==> config.mk <==
export PLATFORM = sky130hd
export DESIGN_NAME = sif_xa_arbiter
export DESIGN_NICKNAME = d
export VERILOG_FILES = /design/src/rtl/sif_pkg.sv /design/src/rtl/sif_rr_arbiter.sv /design/src/rtl/sif_xa_arbiter.sv
export SDC_FILE = /design/constraint.sdc
export NUM_CORES = 1
export LEC_CHECK = 0
export ABC_AREA = 1
export CORE_MARGIN = 4
export CORE_UTILIZATION = 42
export CTS_CLUSTER_SIZE = 14
export DETAILED_ROUTE_END_ITERATION = 10
export PLACE_DENSITY = 0.89
export SLEW_MARGIN = 0
export SYNTH_ARGS = -nofsm -noshare
export SYNTH_HDL_FRONTEND = slang
export SYNTH_SLANG_ARGS = --single-unit
==> constraint.sdc <==
create_clock -name clk -period 2.15 [get_ports clk]
set_input_delay 0.43 -clock clk [delete_from_list [all_inputs] [get_ports clk]]
set_output_delay 0.43 -clock clk [all_outputs]
set_load 0.01 [all_outputs]
==> src/rtl/sif_pkg.sv <==
// Shared types and constants for the SIF xa bus arbiter.
package sif_pkg;

  localparam int SIF_AW = 16;
  localparam int SIF_DW = 16;

  typedef enum logic [1:0] {
    ST_IDLE  = 2'd0,
    ST_ISSUE = 2'd1,
    ST_WAIT  = 2'd2,
    ST_RESP  = 2'd3
  } sif_state_e;

  function automatic logic [2:0] next_ptr(input logic [2:0] idx, input int n);
    return (int'(idx) + 1 >= n) ? 3'd0 : idx + 3'd1;
  endfunction

endpackage

==> src/rtl/sif_rr_arbiter.sv <==
// Round-robin selector: first requester at or after ptr, wrapping to index 0.
module sif_rr_arbiter #(
  parameter int N_REQ = 4
) (
  input  logic [N_REQ-1:0] req,
  input  logic [2:0]       ptr,
  output logic [N_REQ-1:0] gnt,
  output logic [2:0]       idx,
  output logic             any
);

  // Pass 1 scans ptr..N_REQ-1; pass 2 only finds something below ptr.
  always_comb begin
    gnt = '0;
    idx = '0;
    any = 1'b0;
    for (int i = 0; i < N_REQ; i++) begin
      if (!any && req[i] && i >= int'(ptr)) begin
        any    = 1'b1;
        idx    = 3'(i);
        gnt[i] = 1'b1;
      end
    end
    for (int i = 0; i < N_REQ; i++) begin
      if (!any && req[i]) begin
        any    = 1'b1;
        idx    = 3'(i);
        gnt[i] = 1'b1;
      end
    end
  end

endmodule

==> src/rtl/sif_xa_arbiter.sv <==
// Shares one SIF xa bus among N_REQ requesters, one transaction at a time,
// with round-robin acceptance and a fixed RD_LAT read-data latency.
module sif_xa_arbiter
  import sif_pkg::*;
#(
  parameter int N_REQ  = 4,
  parameter int RD_LAT = 1
) (
  input  logic                    clk,
  input  logic                    rst_n,
  input  logic [N_REQ-1:0]        req_valid,
  input  logic [N_REQ-1:0]        req_we,
  input  logic [N_REQ*SIF_AW-1:0] req_addr,
  input  logic [N_REQ*SIF_DW-1:0] req_wdata,
  output logic [N_REQ-1:0]        req_ready,
  output logic [N_REQ-1:0]        rsp_valid,
  output logic [SIF_DW-1:0]       rsp_rdata,
  output logic [SIF_AW-1:0]       xa_addr,
  output logic [SIF_DW-1:0]       xa_data_wr,
  output logic                    xa_wr_s,
  output logic                    xa_rd_s,
  input  logic [SIF_DW-1:0]       xa_data_rd,
  output logic                    busy,
  output logic [2:0]              grant_id
);

  sif_state_e        state_q, state_d;
  logic [2:0]        ptr_q, ptr_d;
  logic [2:0]        cnt_q, cnt_d;
  logic              we_q, we_d;
  logic [2:0]        id_q, id_d;
  logic [SIF_AW-1:0] addr_q, addr_d;
  logic [SIF_DW-1:0] wdata_q, wdata_d;
  logic [SIF_DW-1:0] rdata_q, rdata_d;
  logic              wr_s_q, wr_s_d;
  logic              rd_s_q, rd_s_d;
  logic [N_REQ-1:0]  rsp_valid_q, rsp_valid_d;

  logic [N_REQ-1:0]  gnt;
  logic [2:0]        gnt_idx;
  logic              gnt_any;

  sif_rr_arbiter #(.N_REQ(N_REQ)) u_rr (
    .req (req_valid),
    .ptr (ptr_q),
    .gnt (gnt),
    .idx (gnt_idx),
    .any (gnt_any)
  );

  always_comb begin
    state_d     = state_q;
    ptr_d       = ptr_q;
    cnt_d       = cnt_q;
    we_d        = we_q;
    id_d        = id_q;
    addr_d      = addr_q;
    wdata_d     = wdata_q;
    rdata_d     = rdata_q;
    wr_s_d      = 1'b0;
    rd_s_d      = 1'b0;
    rsp_valid_d = '0;
    case (state_q)
      ST_IDLE: begin
        if (gnt_any) begin
          for (int i = 0; i < N_REQ; i++) begin
            if (gnt[i]) begin
              we_d   = req_we[i];
              addr_d = req_addr[i*SIF_AW +: SIF_AW];
              // Reads leave the write-data bus at its last written value.
              if (req_we[i]) wdata_d = req_wdata[i*SIF_DW +: SIF_DW];
            end
          end
          id_d    = gnt_idx;
          ptr_d   = next_ptr(gnt_idx, N_REQ);
          wr_s_d  = we_d;
          rd_s_d  = !we_d;
          state_d = ST_ISSUE;
        end
      end
      ST_ISSUE: begin
        if (we_q) begin
          state_d = ST_IDLE;
        end else begin
          state_d = ST_WAIT;
          cnt_d   = 3'(RD_LAT);
        end
      end
      ST_WAIT: begin
        if (cnt_q == 3'd1) begin
          rdata_d = xa_data_rd;
          cnt_d   = '0;
          state_d = ST_RESP;
          for (int i = 0; i < N_REQ; i++) rsp_valid_d[i] = (id_q == 3'(i));
        end else begin
          cnt_d = cnt_q - 3'd1;
        end
      end
      ST_RESP:  state_d = ST_IDLE;
      default:  state_d = ST_IDLE;
    endcase
  end

  always_ff @(posedge clk or negedge rst_n) begin
    if (!rst_n) begin
      state_q     <= ST_IDLE;
      ptr_q       <= '0;
      cnt_q       <= '0;
      we_q        <= 1'b0;
      id_q        <= '0;
      addr_q      <= '0;
      wdata_q     <= '0;
      rdata_q     <= '0;
      wr_s_q      <= 1'b0;
      rd_s_q      <= 1'b0;
      rsp_valid_q <= '0;
    end else begin
      state_q     <= state_d;
      ptr_q       <= ptr_d;
      cnt_q       <= cnt_d;
      we_q        <= we_d;
      id_q        <= id_d;
      addr_q      <= addr_d;
      wdata_q     <= wdata_d;
      rdata_q     <= rdata_d;
      wr_s_q      <= wr_s_d;
      rd_s_q      <= rd_s_d;
      rsp_valid_q <= rsp_valid_d;
    end
  end

  // Acceptance is combinational, so it is also masked while reset is held.
  assign req_ready  = (state_q == ST_IDLE && rst_n) ? gnt : '0;
  assign rsp_valid  = rsp_valid_q;
  assign rsp_rdata  = rdata_q;
  assign xa_addr    = addr_q;
  assign xa_data_wr = wdata_q;
  assign xa_wr_s    = wr_s_q;
  assign xa_rd_s    = rd_s_q;
  assign busy       = (state_q != ST_IDLE);
  assign grant_id   = id_q;

endmodule

==> run metrics <==
fin. max-slew vios=0; Post-synth ARST share=1.00; CP Class=flip-flop to primary output; fin crit period=2.16 ns; Seq/Total Area, Yosys=0.355; hpwl dp=~12000 um; Mapped Cells=between 600 and 700; max_cap viols=0; fin area=7430 um^2; final hold vios=0; LEAKAGE=just under 4 nW; number of I/O port buffers=roughly 210; Placer Congestion=about 0.91; CTS Root Cell=clkbuf_8; vias in the first global route=5225; FP Rows=37; library cells used by synthesis=35; worst endpoint required time=around 1.7 ns; proportion of layout cells with a drive suffix above 1=0.127; RSZ-0062 raised after global routing=true; CP endpoint kind=primary output; Iter 0 DRT Violations=approximately 420; Yosys reg bits=between 60 and 70; Reg clk slew, reported paths=roughly 0.080 ns; clk_lat worst skew=between 0.3 and 0.4 ns; setup ws final=-0.00521 ns; worst-path cell chain=nand2_1 -> nand3_2 -> buf_4 -> nand4_1 -> nor2_2 -> nand4_2 -> a21oi_2 -> buf_2; drt wl/cell=around 14 um; die area=roughly 13000 um^2; Die H=roughly 110 um; crit share post-route=1.00; Post-synth EDFFs=0; Syn Nets=around 850; wire length of the first global-routing pass=around 25000 um; maximum fanout along the worst path=3; CTS tree=done; Area after DPL=slightly above 7000 um^2; total grt overflow=0; Max Fclk=roughly 0.46 GHz; Pwr Total=8.41 mW; H-tree lvl count=3; synth top area cells=dfrtp_1, nand2_1, nand3_1, inv_1, mux2_2; failing checks=negative setup slack; hold crit path type=input port to asynchronous set/reset pin; Clock Skew=0.0117 ns; Residual DRC=0; post-synth top area share=0.355; total core area=between 10000 and 15000 um^2; starting density of the core=0.438; pwr dens=about 1100 nW/um^2; CTS Buf Count=9; Critical Path Max Stage Delay=approximately 0.42 ns; Pre-antenna DRT Iters=5; Synth area leader=dfrtp_1; # setup viols final=2; I/O pin count=216; ANT nets after route=0; max_slew headroom=0.453; Antenna diodes=0; maximum buffer depth of the clock tree=2; crit start category=flip-flop; Avg Inst Size Synth=~6.6 um^2; Layout Area Growth over Synthesis=62.3%; die width=about 110 um; pin count of the biggest net entering global routing=between 60 and 70; status=finished, violations left; Mapped Area=4580 um^2; Worst path slowest cell=dfrtp_1; Fill cells=approximately 850; initial antenna violation count=0; Total Routed Length=~16000 um; Hold WS=0.298 ns; Vias/cell=~4.9; fin nets=between 1000 and 1500; total track usage=0.247; routed vias=between 5000 and 6000; yosys warns=0; Main synth FF type=dfrtp_1; CTS sink cnt=between 60 and 70; WP data arrival=between 1.5 and 2 ns; peak supply drop=about 0.00055 V; worst slew pin tran=between 0.8 and 0.9 ns
synthesized netlist by cell type, types with 2 or more instances:
cell type	count
mux2_2	16
nand2_2	5
buf_2	15
buf_6	2
a21boi_1	10
buf_1	2
o22ai_1	2
nor3_1	4
nand3_1	85
buf_4	7
nor2_2	2
nand3_2	3
dfrtp_1	65
o21ai_0	2
inv_1	96
ha_1	3
nand3b_1	17
nand2_4	5
a21boi_0	6
clkbuf_1	10
nand2_1	295
a21oi_1	4
inv_2	3
nor2_1	25
registers in the layout, summed over array words and instances, names as in the netlist, named ones only:
name        flops
xa_data_wr     16
state_q         1
cnt_q           3
xa_wr_s         1
rsp_valid       4
grant_id        2
we_q            1
xa_addr        16
xa_rd_s         1
ptr_q           3
rsp_rdata      16
area by class of cell:
type	count	area (um^2)	area share
clock buffer	11	141	0.0190
clock inverter	5	85.1	0.0114
inverter	100	378	0.0509
multi-input combinational	494	2450	0.329
sequential	65	1630	0.219
tap	136	170	0.0229
timing repair buffer	265	2580	0.348
final timing paths:
check	start	to	slack, ns	cells after the start
worst max-delay path	ptr_q[0]$_DFFE_PN0P_	req_ready[3]	-0.005	8
worst min-delay path	rst_n	ptr_q[0]$_DFFE_PN0P_	0.30	2
worst max register to register	ptr_q[0]$_DFFE_PN0P_	we_q$_DFFE_PN0P_	0.11	15
worst min register to register	xa_addr[0]$_DFFE_PN0P_	xa_addr[0]$_DFFE_PN0P_	0.48	2
max in group asynchronous	rst_n	cnt_q[0]$_DFFE_PN0P_	1.31	2
min in group clk	xa_addr[0]$_DFFE_PN0P_	xa_addr[0]$_DFFE_PN0P_	0.48	2
metrics by stage:
stage | util | setup slack (ns) | instances | TNS (ns)
after floorplan | - | 0.157 | 695 | 0
after global placement | 0.679 | -0.493 | 1055 | -10.29
after detailed placement | 0.679 | -0.525 | 1055 | -12.55
after CTS | 0.704 | -0.0358 | 1073 | -0.0358
after global routing | 0.710 | -0.145 | 1076 | -0.615
final | 0.710 | -0.00521 | 1076 | -0.00795
power breakdown:
| part | internal (mW) | switching, mW | total (mW) |
|---|---|---|---|
| Sequential | 1.80 | 0.357 | 2.15 |
| Clock | 0.694 | 0.502 | 1.20 |
| Combinational | 2.47 | 2.59 | 5.06 |
| Total | 4.96 | 3.45 | 8.41 |
per-layer routing:
metal | routed length (um) | global-route usage
met1 | 6150 | 0.287
met2 | 7470 | 0.427
met3 | 1620 | 0.0765
met4 | 354 | 0.0905
met5 | 0 | 0
worst max-delay path, delay by kind of cell, from the launching register on:
kind / cells / cell delay [ns]
AOI/OAI and AO/OA: 1 / 0.16
and+or+nand+nor: 5 / 0.54
DFF: 1 / 0.42
buffers and inverters: 2 / 0.27
logic make-up (layout without fill, tap and decap cells):
group                    after synthesis  in the layout  synth area share
buffers and inverters                136            381             0.125
multiplexers                          16             16            0.0394
flip-flops                            65             65             0.355
AO/OA/AOI/OAI                         28             28            0.0415
adder cells (fa/ha/maj)                3              3           0.00820
AND/OR/NAND/NOR                      446            446             0.430
other                                  1              1          0.000819
cells in the final DEF (no fill, tap or decap), types with 2 or more instances in the layout:
cell	count
a21boi_0	6
a21boi_1	10
a21oi_1	3
buf_12	5
buf_2	4
buf_4	42
buf_6	4
bufinv_16	2
clkbuf_8	10
clkdlybuf4s50_1	205
dfrtp_1	65
dlygate4sd2_1	4
ha_1	3
inv_1	95
inv_2	4
inv_6	2
mux2_2	16
nand2_1	293
nand2_2	5
nand2_4	5
nand2_8	2
nand3_1	84
nand3_2	3
nand3b_1	17
nor2_1	22
nor2_2	4
nor2_4	2
nor3_1	4
o21ai_0	2
o22ai_1	2
repair_timing:
| action | 4_1_cts | 5_1_grt |
|---|---|---|
| resized for setup | 31 | 9 |
| hold buffers | 0 | 0 |
| endpoints found under the hold margin | 0 | 0 |
| pin swaps | 6 | 1 |
| buffers inserted | 2 | 4 |
| endpoints found under the setup margin | 6 | 32 |
No activity file was read; power rests on OpenSTA's default activity.
